--- src/rtl/uart_tx_ctrl_if.sv ---
// CPU-side bus of the UART transmitter: TXREG write strobe/data and the two status flags.
interface uart_tx_ctrl_if;
  logic [7:0] data_bus;
  logic       write_en;
  logic       TXIF;
  logic       TRMT;

  modport master (output data_bus, write_en, input TXIF, TRMT);
  modport slave  (input data_bus, write_en, output TXIF, TRMT);
endinterface

--- src/rtl/uart_tx_ctrl.sv ---
// UART transmitter: TXREG holding register feeding a TSR that shifts out 8N1 frames on TX.
// Define TX_PARITY_EN to insert an even-parity bit between the data bits and the stop bit.
module uart_tx_ctrl #(
  parameter int DIV_50MHZ  = 5208,
  parameter int DIV_100MHZ = 10417,
  parameter int CNT_W      = 14
) (
  input  logic           clk,
  input  logic           rst,
  input  logic           EN_50MHz,
  input  logic           SPEN,
  input  logic           TXEN,
  uart_tx_ctrl_if.slave  bus,
  output logic           TX
);

`ifdef TX_PARITY_EN
  typedef enum logic [2:0] {IDLE, START, DATA, PARITY, STOP} state_t;
`else
  typedef enum logic [1:0] {IDLE, START, DATA, STOP} state_t;
`endif

  localparam logic [CNT_W-1:0] DIV50_M1  = CNT_W'(DIV_50MHZ - 1);
  localparam logic [CNT_W-1:0] DIV100_M1 = CNT_W'(DIV_100MHZ - 1);

  state_t           state, state_n;
  logic [CNT_W-1:0] baud_cnt, baud_cnt_n;
  logic [CNT_W-1:0] div_m1, div_m1_n;
  logic [2:0]       bit_idx, bit_idx_n, idx_inc;
  logic [7:0]       txreg, txreg_n;
  logic [7:0]       tsr, tsr_n;
  logic             txif, txif_n;
  logic             tx_q, tx_n;
  logic             baud_tick, start_ok, load_frame;

  assign baud_tick  = (baud_cnt == div_m1);
  assign start_ok   = !txif && SPEN && TXEN;
  // A new frame starts from IDLE or directly at the end of a stop bit (no idle gap).
  assign load_frame = start_ok && ((state == IDLE) || ((state == STOP) && baud_tick));
  assign idx_inc    = bit_idx + 3'd1;

  assign TX       = tx_q;
  assign bus.TXIF = txif;
  assign bus.TRMT = (state == IDLE);

  always_ff @(posedge clk or negedge rst) begin
    if (!rst) begin
      state    <= IDLE;
      baud_cnt <= '0;
      div_m1   <= DIV50_M1;
      bit_idx  <= '0;
      txreg    <= '0;
      tsr      <= '0;
      txif     <= 1'b1;
      tx_q     <= 1'b1;
    end else begin
      state    <= state_n;
      baud_cnt <= baud_cnt_n;
      div_m1   <= div_m1_n;
      bit_idx  <= bit_idx_n;
      txreg    <= txreg_n;
      tsr      <= tsr_n;
      txif     <= txif_n;
      tx_q     <= tx_n;
    end
  end

  always_comb begin
    state_n    = state;
    baud_cnt_n = baud_cnt;
    div_m1_n   = div_m1;
    bit_idx_n  = bit_idx;
    txreg_n    = txreg;
    tsr_n      = tsr;
    txif_n     = txif;
    tx_n       = tx_q;

    // Writes are accepted regardless of SPEN; a full TXREG silently drops them.
    if (bus.write_en && txif) begin
      txreg_n = bus.data_bus;
      txif_n  = 1'b0;
    end

    if (!SPEN) begin
      state_n    = IDLE;
      tx_n       = 1'b1;
      baud_cnt_n = '0;
      bit_idx_n  = '0;
    end else begin
      if (state != IDLE)
        baud_cnt_n = baud_tick ? '0 : baud_cnt + 1'b1;

      case (state)
        IDLE: begin
          baud_cnt_n = '0;
          tx_n       = 1'b1;
        end
        START: begin
          if (baud_tick) begin
            state_n   = DATA;
            bit_idx_n = '0;
            tx_n      = tsr[0];
          end
        end
        DATA: begin
          if (baud_tick) begin
            if (bit_idx == 3'd7) begin
`ifdef TX_PARITY_EN
              state_n = PARITY;
              tx_n    = ^tsr;
`else
              state_n = STOP;
              tx_n    = 1'b1;
`endif
            end else begin
              bit_idx_n = idx_inc;
              tx_n      = tsr[idx_inc];
            end
          end
        end
`ifdef TX_PARITY_EN
        PARITY: begin
          if (baud_tick) begin
            state_n = STOP;
            tx_n    = 1'b1;
          end
        end
`endif
        STOP: begin
          if (baud_tick) begin
            state_n = IDLE;
            tx_n    = 1'b1;
          end
        end
        default: begin
          state_n = IDLE;
          tx_n    = 1'b1;
        end
      endcase

      // The bit period is captured here so EN_50MHz changes mid-frame are harmless.
      if (load_frame) begin
        tsr_n      = txreg;
        txif_n     = 1'b1;
        state_n    = START;
        baud_cnt_n = '0;
        bit_idx_n  = '0;
        tx_n       = 1'b0;
        div_m1_n   = EN_50MHz ? DIV50_M1 : DIV100_M1;
      end
    end
  end

endmodule

--- src/flat_wrapper.sv ---
// flat-port wrapper written by rule: the top's interface ports become plain ports
module uart_tx_ctrl_flat 
#(
  parameter int DIV_50MHZ  = 5208,
  parameter int DIV_100MHZ = 10417,
  parameter int CNT_W      = 14
)
  (clk, rst, EN_50MHz, SPEN, TXEN, TX, bus_data_bus, bus_write_en, bus_TXIF, bus_TRMT);
  uart_tx_ctrl_if bus_i ();
  input  logic clk;
  input  logic rst;
  input  logic EN_50MHz;
  input  logic SPEN;
  input  logic TXEN;
  output logic TX;
  input wire logic [$bits(bus_i.data_bus)-1:0] bus_data_bus;
  input wire logic [$bits(bus_i.write_en)-1:0] bus_write_en;
  output wire logic [$bits(bus_i.TXIF)-1:0] bus_TXIF;
  output wire logic [$bits(bus_i.TRMT)-1:0] bus_TRMT;
  assign bus_i.data_bus = bus_data_bus;
  assign bus_i.write_en = bus_write_en;
  assign bus_TXIF = bus_i.TXIF;
  assign bus_TRMT = bus_i.TRMT;
  uart_tx_ctrl #(.DIV_50MHZ(DIV_50MHZ), .DIV_100MHZ(DIV_100MHZ), .CNT_W(CNT_W)) u_core (.clk(clk), .rst(rst), .EN_50MHz(EN_50MHz), .SPEN(SPEN), .TXEN(TXEN), .bus(bus_i), .TX(TX));
endmodule
--- config.mk ---
export PLATFORM = sky130hd
export DESIGN_NAME = uart_tx_ctrl_flat
export DESIGN_NICKNAME = d
export VERILOG_FILES = /design/src/rtl/uart_tx_ctrl_if.sv /design/src/rtl/uart_tx_ctrl.sv /design/src/flat_wrapper.sv
export SDC_FILE = /design/constraint.sdc
export NUM_CORES = 1
export LEC_CHECK = 0
export ABC_AREA = 0
export ABC_CLOCK_PERIOD_IN_PS = 2600
export CAP_MARGIN = 10
export CORE_ASPECT_RATIO = 0.5
export CORE_MARGIN = 2
export CORE_UTILIZATION = 50
export DETAILED_ROUTE_END_ITERATION = 12
export PLACE_DENSITY = 0.7
export REMOVE_ABC_BUFFERS = 1
export SYNTH_ARGS = -nofsm -noshare
export SYNTH_HDL_FRONTEND = slang
export SYNTH_SLANG_ARGS = --single-unit
--- constraint.sdc ---
create_clock -name clk -period 2.6 [get_ports clk]
set_input_delay 0.52 -clock clk [delete_from_list [all_inputs] [get_ports clk]]
set_output_delay 0.52 -clock clk [all_outputs]
set_load 0.005 [all_outputs]
# Word-level counts from Yosys, hierarchy flattened
# Index checks and enable logic that the tools add are counted.
# Widths: inputs -> output; s select.
[word_totals] regBits=51 in_bits=14
[classes] add_sub_neg=2 n_lt_le_gt_ge=1 n_eq_ne=13 muxes=31 reduce_logical=13
[ops] cell="$mux 14" count=6
[ops] cell="$ne 4x2->1 const B" count=4
[ops] cell="$mux 3" count=5
[ops] cell="$add 14x1->14 const B" count=1
[ops] cell="$eq 14x14->1" count=1
[ops] cell="$mux 2" count=6
[ops] cell="$mux 1" count=10
[ops] cell="$ne 4x1->1 const B" count=2
[ops] cell="$pmux 2 s3" count=1
[ops] cell="$pmux 3 s2" count=1
[ops] cell="$logic_and 1x1->1" count=5
[ops] cell="$ne 5x1->1 const B" count=1
[ops] cell="$reduce_and 5->1" count=1
[ops] cell="$eq 2x2->1 const B" count=2
[ops] cell="$lt 3x4->1 const B" count=1
[ops] cell="$ne 4x3->1 const B" count=1
[ops] cell="$pmux 1 s4" count=1
[ops] cell="$reduce_and 4->1" count=1
[ops] cell="$add 3x1->3 const B" count=1
[ops] cell="$bmux 1 s3" count=1
[ops] cell="$eq 3x3->1 const B" count=1
[ops] cell="$reduce_and 3->1" count=1
[ops] cell="$eq 2x1->1 const B" count=1
[ops] cell="$logic_not 2->1" count=1
[ops] cell="other kinds (4)" count=4

# Logic depth before layout (Yosys ltp)
# Gate-level depths: netlist of the first run.
[depth] depth_word=8 ltp_mapped=7 depth_no_buf=6

# Least setup slack after synthesis of the first run
# No wires, ideal clock.
[synth_timing] path_type="flip-flop to flip-flop" from="reg u_core.baud_cnt[5]" to="reg u_core.tsr[0]" setup_time_ns=0.125 arrival_time_ns=1.995 setup_slack_ns=0.480 stages_incl_launch_ff=8 n_path_buf=2 synth_period_minus_slack_ns=2.120 path_cell_list="dfrtp_1 -> buf_6 -> or4_1 -> o211a_2 -> o31a_4 -> nor2_4 -> buf_12 -> mux2_4"
[synth_between] elab_chain_len=5
[synth_rtl] element="start, declared" line="uart_tx_ctrl.sv:27" source="logic [CNT_W-1:0] baud_cnt, baud_cnt_n;"
[synth_rtl] element="start signal, assigned" line="uart_tx_ctrl.sv:58" source="baud_cnt <= baud_cnt_n;"
[synth_rtl] element="$eq 14x14->1" line="uart_tx_ctrl.sv:36" source="assign baud_tick = (baud_cnt == div_m1);"
[synth_rtl] element="$logic_and 1x1->1" line="uart_tx_ctrl.sv:39" source="assign load_frame = start_ok && ((state == IDLE) || ((state == STOP) && baud_tick));"
[synth_rtl] element="$logic_or 1x1->1" line="uart_tx_ctrl.sv:39"
[synth_rtl] element="$logic_and 1x1->1" line="uart_tx_ctrl.sv:39"
[synth_rtl] element="$reduce_and 2->1 (no line)"
[synth_rtl] element="end signal, assigned" line="uart_tx_ctrl.sv:62" source="tsr <= tsr_n;"
[synth_rtl] element="end, declared" line="uart_tx_ctrl.sv:31" source="logic [7:0] tsr, tsr_n;"
# No other way between the ends.
# A chain may end at the register's enable or synchronous reset.

# Worst setup path after layout of the first run
[layout_timing] from="reg u_core.baud_cnt[5]" to="reg u_core.tsr[3]"
# Same word-level chain as after synthesis.

==> summary.txt, run 1 <==
Status
  • Run status: completed

Global route
  • Number of global-route vias before repair: about 1400
  • Largest net degree at the start of global routing: 40
  • Total grt overflow: 0
  • First-pass GRT wire length: 6.21 mm
  • Initial antenna violation count: 0
  • GRT Resource Usage Total: between 15 and 20%

Power
  • Lkg Pwr: slightly below 1 nW
  • Pwr dens: approximately 860 nW/um2
  • Maximum VDD drop: ~0.52 mV
  • Power Total: between 1.5 and 2 mW

Synthesis
  • Cell variety after synth: 43
  • Mapped cell area: 2030 um2
  • Post-synth EDFFs: 0
  • Syn avg cell area: roughly 12 um2
  • FF+latch count, synth: 39
  • Commonest cells in the netlist: 36 x dfrtp_1, 17 x nor2_1, 11 x mux2_2
  • Sequential cell area fraction in the yosys report: just under 50%
  • Syn Inst Count: 170
  • Top_reg_cell synth: dfrtp_1
  • Leading post-synthesis cells by cell area: dfrtp_1 44%, mux2_2 6.1%, mux2_4 5.9%
  • Cell taking the most area after synthesis: dfrtp_1
  • Most common cell in the synthesized netlist: dfrtp_1
  • Share of synthesized registers carrying an async set or reset: 100%
  • Top cell type's share of synthesized area: 44.4%
  • Yosys Warn Count: 0

Cells and area
  • Layout cell share with drive strength beyond 1: around a fifth
  • Layout Cells excl Fill: 247
  • Synth-to-layout area growth: 14.1%
  • Ant diodes: 0
  • Post-route cell area: approximately 2300 um2
  • Filler cell count: 330
  • Final net count: ~210
  • Fin util: between 50% and 60%

Clock network
  • H-tree Lvls: 2
  • Post CTS Setup Buffer Count: 0
  • Clk_lat worst skew: around 0.28 ns
  • CTS Root Cell: clkbuf_8
  • Hold-fix buffers, CTS: 0
  • TritonCTS clock tree: done
  • Sink Count: 39
  • Post-cts resize count: 0
  • CTS buffer count: 5
  • Deepest clock path buffer count: 2
  • Clk pin slew, worst setup/hold paths: 0.07 ns

STA
  • Fin. Hold Viols: 0
  • RSZ-0062 raised after global routing: false
  • Setup TNS: 0 ns
  • Final setup viols: 0
  • Min Tclk post-route: ~2.3 ns
  • Worst-Margin Slew: 0.847 ns
  • Clk_skew: between 0.005 and 0.006 ns
  • Max_slew headroom: roughly 44%
  • Pins Over Slew Limit: 0
  • Fmax: ~0.43 GHz
  • Hold WS: roughly 0.34 ns
  • Post-route worst setup slack: 0.261 ns
  • Final period util: 90.0%

Setup path
  • Worst r2r dst: u_core.tsr[3]
  • Crit. End Element: flip-flop
  • CP peak stage delay: roughly 0.55 ns
  • CP arrival: roughly 2.5 ns
  • Crit Path Max Fanout: 8
  • Critical path launch point type: flip-flop
  • CP max stage cell: or4_1
  • CP Cell Sequence: or4_1, o211a_2, o31a_4, nor2_4, buf_4, mux2_4
  • Register-to-register setup slack: between 0.2 and 0.3 ns
  • Worst reg2reg startpoint: u_core.baud_cnt[5]
  • Worst Reg-to-Reg Cells: 6
  • Data required, critical path: 2.77 ns
  • Setup CP Type: reg -> reg

Place
  • Placed cell count: roughly 240
  • Place WS: about 0.22 ns
  • IO Port Bufs: 16
  • Routability Congestion: about 0.81
  • Placement Cell Area: between 2000 and 2500 um2
  • HPWL after DPL: ~2.6 mm

Detailed routing
  • Via-to-Cell Ratio: 5.50
  • TritonRoute pass-1 iters: 4
  • Detailed Route WL: ~3.5 mm
  • Vias: between 1000 and 1500
  • Wire length per cell: 14.3 um
  • DRC viols: 0
  • Starting DRT DRC Count: 53
  • Post-route ant nets: 0

Die
  • I/O pins: 17
  • Die X: between 90 and 100 um
  • Initial Util: between 50% and 60%
  • Die area: ~4600 um2
  • Core area: 3900 um2
  • Core Rows: 16
  • Die Y: slightly below 50 um

Worst hold path
  • Worst min path class: in -> async

Job
  • Max-cap violations: 0
-- report_power, final --
| part | switching, mW | internal (mW) | leakage, nW | total (mW) |
|---|---|---|---|---|
| logic | 0.283 | 0.401 | 0.445 | 0.684 |
| clock network | 0.198 | 0.188 | 0.0422 | 0.386 |
| registers | 0.125 | 0.799 | 0.498 | 0.923 |
-- flip-flops by register name (all words and copies together) (netlist names) --
name,cells
u_core.TX,1
u_core.div_m1,2
u_core.baud_cnt,14
u_core.tsr,8
u_core.state,2
u_core.bus.TXIF,1
u_core.txreg,8
u_core.bit_idx,3
-- final cells by class --
| type | instances | area (um2) | share of cell area [%] |
|---|---|---|---|
| inverter | 6 | 22.5 | 0.972 |
| tap | 54 | 67.6 | 2.92 |
| multi-input combinational | 121 | 988 | 42.7 |
| timing repair buffer | 19 | 178 | 7.67 |
| clock inverter | 1 | 5.00 | 0.216 |
| sequential | 39 | 980 | 42.3 |
| clock buffer | 7 | 76.3 | 3.29 |
-- logic make-up (layout without fill, tap and decap cells) --
| family | after synthesis | in the layout | synth area share, % |
|---|---|---|---|
| and+or+nand+nor | 58 | 58 | 14.9 |
| DFF | 39 | 39 | 48.2 |
| muxes | 23 | 23 | 15.2 |
| AOI/OAI and AO/OA | 20 | 20 | 8.44 |
| xor gates and xnor gates | 12 | 12 | 5.18 |
| buffers and inverters | 10 | 33 | 3.08 |
| adders and majority gates | 8 | 8 | 4.93 |
-- worst max-delay path: cells and delay by family, from the launching register on --
kind / cells / cell delay (ns)
buffers and inverters: 1 / 0.20
multiplexers: 1 / 0.30
flip-flops: 1 / 0.47
AND/OR/NAND/NOR: 2 / 0.76
AO/OA/AOI/OAI: 2 / 0.50
-- how the worst max path moves through the flow --
stage	start	slack [ns]	to
after detailed placement	TXEN	0.22	u_core.tsr[3]
after global routing	u_core.baud_cnt[5]	0.19	u_core.tsr[0]
after floorplan	u_core.baud_cnt[0]	0.41	u_core.tsr[7]
after CTS	u_core.baud_cnt[5]	0.25	u_core.tsr[2]
final	u_core.baud_cnt[5]	0.26	u_core.tsr[3]
after global placement	TXEN	0.26	u_core.tsr[3]
-- placed cells by master (no fill, tap or decap), types with 2 or more instances in the layout --
cell type / netlist / layout
dfstp_2: 3 / 3
nand4_1: 4 / 4
and4_1: 3 / 3
xor2_1: 7 / 7
nor4_1: 2 / 2
inv_1: 6 / 6
clkbuf_8: 0 / 5
o211ai_1: 3 / 3
mux2_2: 11 / 11
or3_1: 2 / 2
dfrtp_1: 36 / 36
nor2_1: 17 / 17
a32oi_1: 2 / 2
clkbuf_1: 1 / 2
mux2i_1: 2 / 2
nand2_1: 9 / 9
xnor2_1: 5 / 5
ha_1: 8 / 8
nor2b_1: 2 / 2
nand3_1: 8 / 8
mux2_4: 8 / 8
o21ai_0: 3 / 3
clkdlybuf4s50_1: 0 / 15
and3_1: 3 / 3
nor3_1: 3 / 3
o2bb2ai_1: 2 / 2
mux4_2: 2 / 2
buf_4: 0 / 3
-- routing by layer --
metal  up-vias  GRT usage, %  share of wire, %
met5         -             0                 0
met4         0          7.25               1.4
met3         4          4.17               2.7
met2        13          29.9                48
li1        666             -                 -
met1       675          21.5                48
Power figures use the tool's default switching activity.
==> run 2: changes to the inputs <==
ABC_CLOCK_PERIOD_IN_PS = 2690   (was 2600)
CTS_CLUSTER_SIZE = 30   (was default)
clock period = 2.69 ns   (was 2.6 ns; I/O delays follow)
==> summary.txt, run 2 (same netlist as run 1, synthesis figures left out) <==
Place
  • IO Port Bufs: 16 (unchanged)
  • Routability Congestion: 0.878 (+9.0%)
  • HPWL after DPL: 2.63 mm (-0.80%)
  • Place WS: 0.305 ns (+0.0844 ns)

Setup path
  • CP arrival: 2.54 ns (+0.03 ns)
  • Register-to-register setup slack: 0.33 ns (+0.06 ns)
  • Worst r2r dst: u_core.tsr[7]
  • Critical path launch point type: flip-flop
  • Top cell family by delay on the critical path: compound AO/OA/AOI/OAI gates
  • CP Depth: 5 (-1)
  • Worst setup path endpoint: u_core.tsr[7]
  • CP startpoint: u_core.baud_cnt[3]
  • CP max stage cell: o31a_4
  • Data required, critical path: 2.87 ns (+0.10 ns)
  • CP Cell Sequence: nor4b_1, o221ai_1, o31a_4, nor2_4, mux2_2
  • Setup CP Type: reg -> reg
  • Crit. End Element: flip-flop
  • Worst reg2reg startpoint: u_core.baud_cnt[3]
  • Worst Reg-to-Reg Cells: 5 (-1)
  • CP peak stage delay: 0.46 ns (-0.09 ns)
  • Crit Path Max Fanout: 11 (+3)
  • Crit path buffers/inverters: 0 (-1)

Die
  • Die Y: 49.1 um (unchanged)
  • Initial Util: 52.0% (unchanged)
  • Core area: 3900 um2 (unchanged)
  • Die X: 94.1 um (unchanged)
  • Core Rows: 16 (unchanged)
  • Die area: 4620 um2 (unchanged)
  • I/O pins: 17 (unchanged)

STA
  • Final setup viols: 0 (unchanged)
  • Clk_skew: 0.00472 ns (-0.000589 ns)
  • Fmax: 0.423 GHz (-1.1%)
  • Worst-Margin Slew: 0.858 ns (+0.0108 ns)
  • Final period util: 87.9% (-2.1 points)
  • Fin. Hold Viols: 0 (unchanged)
  • Max_slew headroom: 42.8% (-0.72 points)
  • Min Tclk post-route: 2.36 ns (+0.0254 ns)
  • RSZ-0062 raised after global routing: false
  • Pins Over Slew Limit: 0 (unchanged)
  • Post-route worst setup slack: 0.325 ns (+0.0646 ns)
  • Setup TNS: 0 ns (unchanged)

Power
  • Comb power frac: 32.2% (-2.1 points)
  • Lkg Pwr: 0.993 nW (+0.85%)
  • NetSw: 0.614 mW (+1.4%)
  • Maximum VDD drop: 0.445 mV (-15%)
  • Sequential power share: 43.3% (-3.0 points)
  • Clock Power Share: 24.5% (+5.1 points)
  • Pwr dens: 884 nW/um2 (+2.7%)
  • Cell internal pwr: 1.45 mW (+4.7%)
  • Switching Fraction: 29.7% (-0.67 points)

Detailed routing
  • Vias: 1354 (-0.29%)
  • Detailed Route WL: 3.78 mm (+6.9%)
  • Via-to-Cell Ratio: 5.53 (+0.52%)
  • Post-route ant nets: 0 (unchanged)
  • Wire length per cell: 15.4 um (+7.7%)
  • DRC viols: 0 (unchanged)
  • TritonRoute pass-1 iters: 4 (unchanged)
  • Starting DRT DRC Count: 42 (-21%)

Cells and area
  • Largest reg by FF count: u_core.baud_cnt
  • Ant diodes: 0 (unchanged)
  • Filler cell count: 333 (+0.91%)
  • Storage cell area: 980 um2 (unchanged)
  • Max reg flops: 14 (unchanged)
  • Commonest non-fill, non-tap cell in the layout: dfrtp_1
  • Multi-input gate area: 988 um2 (unchanged)
  • Most frequent cells in the layout: 36 x dfrtp_1, 17 x nor2_1, 15 x clkdlybuf4s50_1
  • Largest registers: u_core.baud_cnt (14), u_core.tsr (8), u_core.txreg (8)
  • Final net count: 212 (-0.93%)
  • Synth-to-layout area growth: 15.2%
  • Layout cell share with drive strength beyond 1: 19.9% (+0.21 points)

Worst hold path
  • Worst min path class: in -> async

Global route
  • First-pass GRT wire length: 6.67 mm (+7.4%)
  • Number of global-route vias before repair: 1421 (+5.2%)
  • Total grt overflow: 0 (unchanged)
  • Largest net degree at the start of global routing: 40 (unchanged)
  • GRT Resource Usage Total: 18.8% (+1.3 points)
  • Initial antenna violation count: 0 (unchanged)

Job
  • Max-cap violations: 0 (unchanged)

Clock network
  • TritonCTS clock tree: done
  • Post-cts resize count: 0 (unchanged)
  • CTS buffer count: 5 (unchanged)
  • CTS Root Cell: clkbuf_8
  • Sink Count: 39 (unchanged)
  • Deepest clock path buffer count: 2 (unchanged)
  • Clk_lat worst skew: 0.29 ns (about the same)
  • Clk pin slew, worst setup/hold paths: 0.08 ns (about the same)
  • Hold-fix buffers, CTS: 0 (unchanged)
  • Post CTS Setup Buffer Count: 0 (unchanged)
  • H-tree Lvls: 2 (unchanged)

Status
  • Run status: completed
run 2: cell types whose count changed in the layout (fill, tap and decap cells not counted), sizes merged:
cell / previous run / this run
bufinv: 0 / 1
clkbuf: 7 / 6
buf: 4 / 2
run 2: power groups by stage:
| stage | clock network, mW | registers, mW | logic (mW) |
|---|---|---|---|
| 6_report | 0.506 | 0.896 | 0.665 |
| 3_3_place_gp | 0 | 0.898 | 0.643 |
| 5_1_grt | 0.545 | 0.919 | 0.731 |
| 4_1_cts | 0.516 | 0.896 | 0.670 |
| 2_1_floorplan | 0 | 0.864 | 0.510 |
| 3_5_place_dp | 0 | 0.906 | 0.663 |
run 2: layout make-up:
type	instances	area share, %
timing repair buffer	17	6.96
clock inverter	2	1.50
sequential	39	41.9
inverter	6	0.963
tap	54	2.89
clock buffer	6	3.53
multi-input combinational	121	42.3
run 2: metrics by stage:
| step | instance area [um2] | total power [mW] | utilization, % | hold WS, ns | std cells |
|---|---|---|---|---|---|
| floorplan | 1990 | 1.37 | - | 0.242 | 166 |
| global placement | 2220 | 1.54 | 56.9 | 0.487 | 237 |
| detailed placement | 2220 | 1.57 | 56.9 | 0.485 | 237 |
| CTS | 2340 | 2.08 | 59.9 | 0.392 | 245 |
| global route | 2340 | 2.19 | 59.9 | 0.430 | 245 |
| finish | 2340 | 2.07 | 59.9 | 0.349 | 245 |
run 2: worst min path at each step:
stage / from / end / slack [ns]
5_1_grt: rst / u_core.div_m1[11] / 0.43
4_1_cts: rst / u_core.baud_cnt[9] / 0.39
3_3_place_gp: u_core.bit_idx[1] / u_core.bit_idx[1] / 0.49
3_5_place_dp: u_core.bit_idx[1] / u_core.bit_idx[1] / 0.49
2_1_floorplan: rst / u_core.baud_cnt[0] / 0.24
6_report: rst / u_core.baud_cnt[6] / 0.35
run 2: per-layer routing:
metal	GRT usage, %	vias to the layer above	share of wire [%]
met5	0	-	0
met4	5.07	0	0.50
met3	4.64	2	3.4
met2	30.6	27	48
met1	25.3	669	48
li1	-	656	-
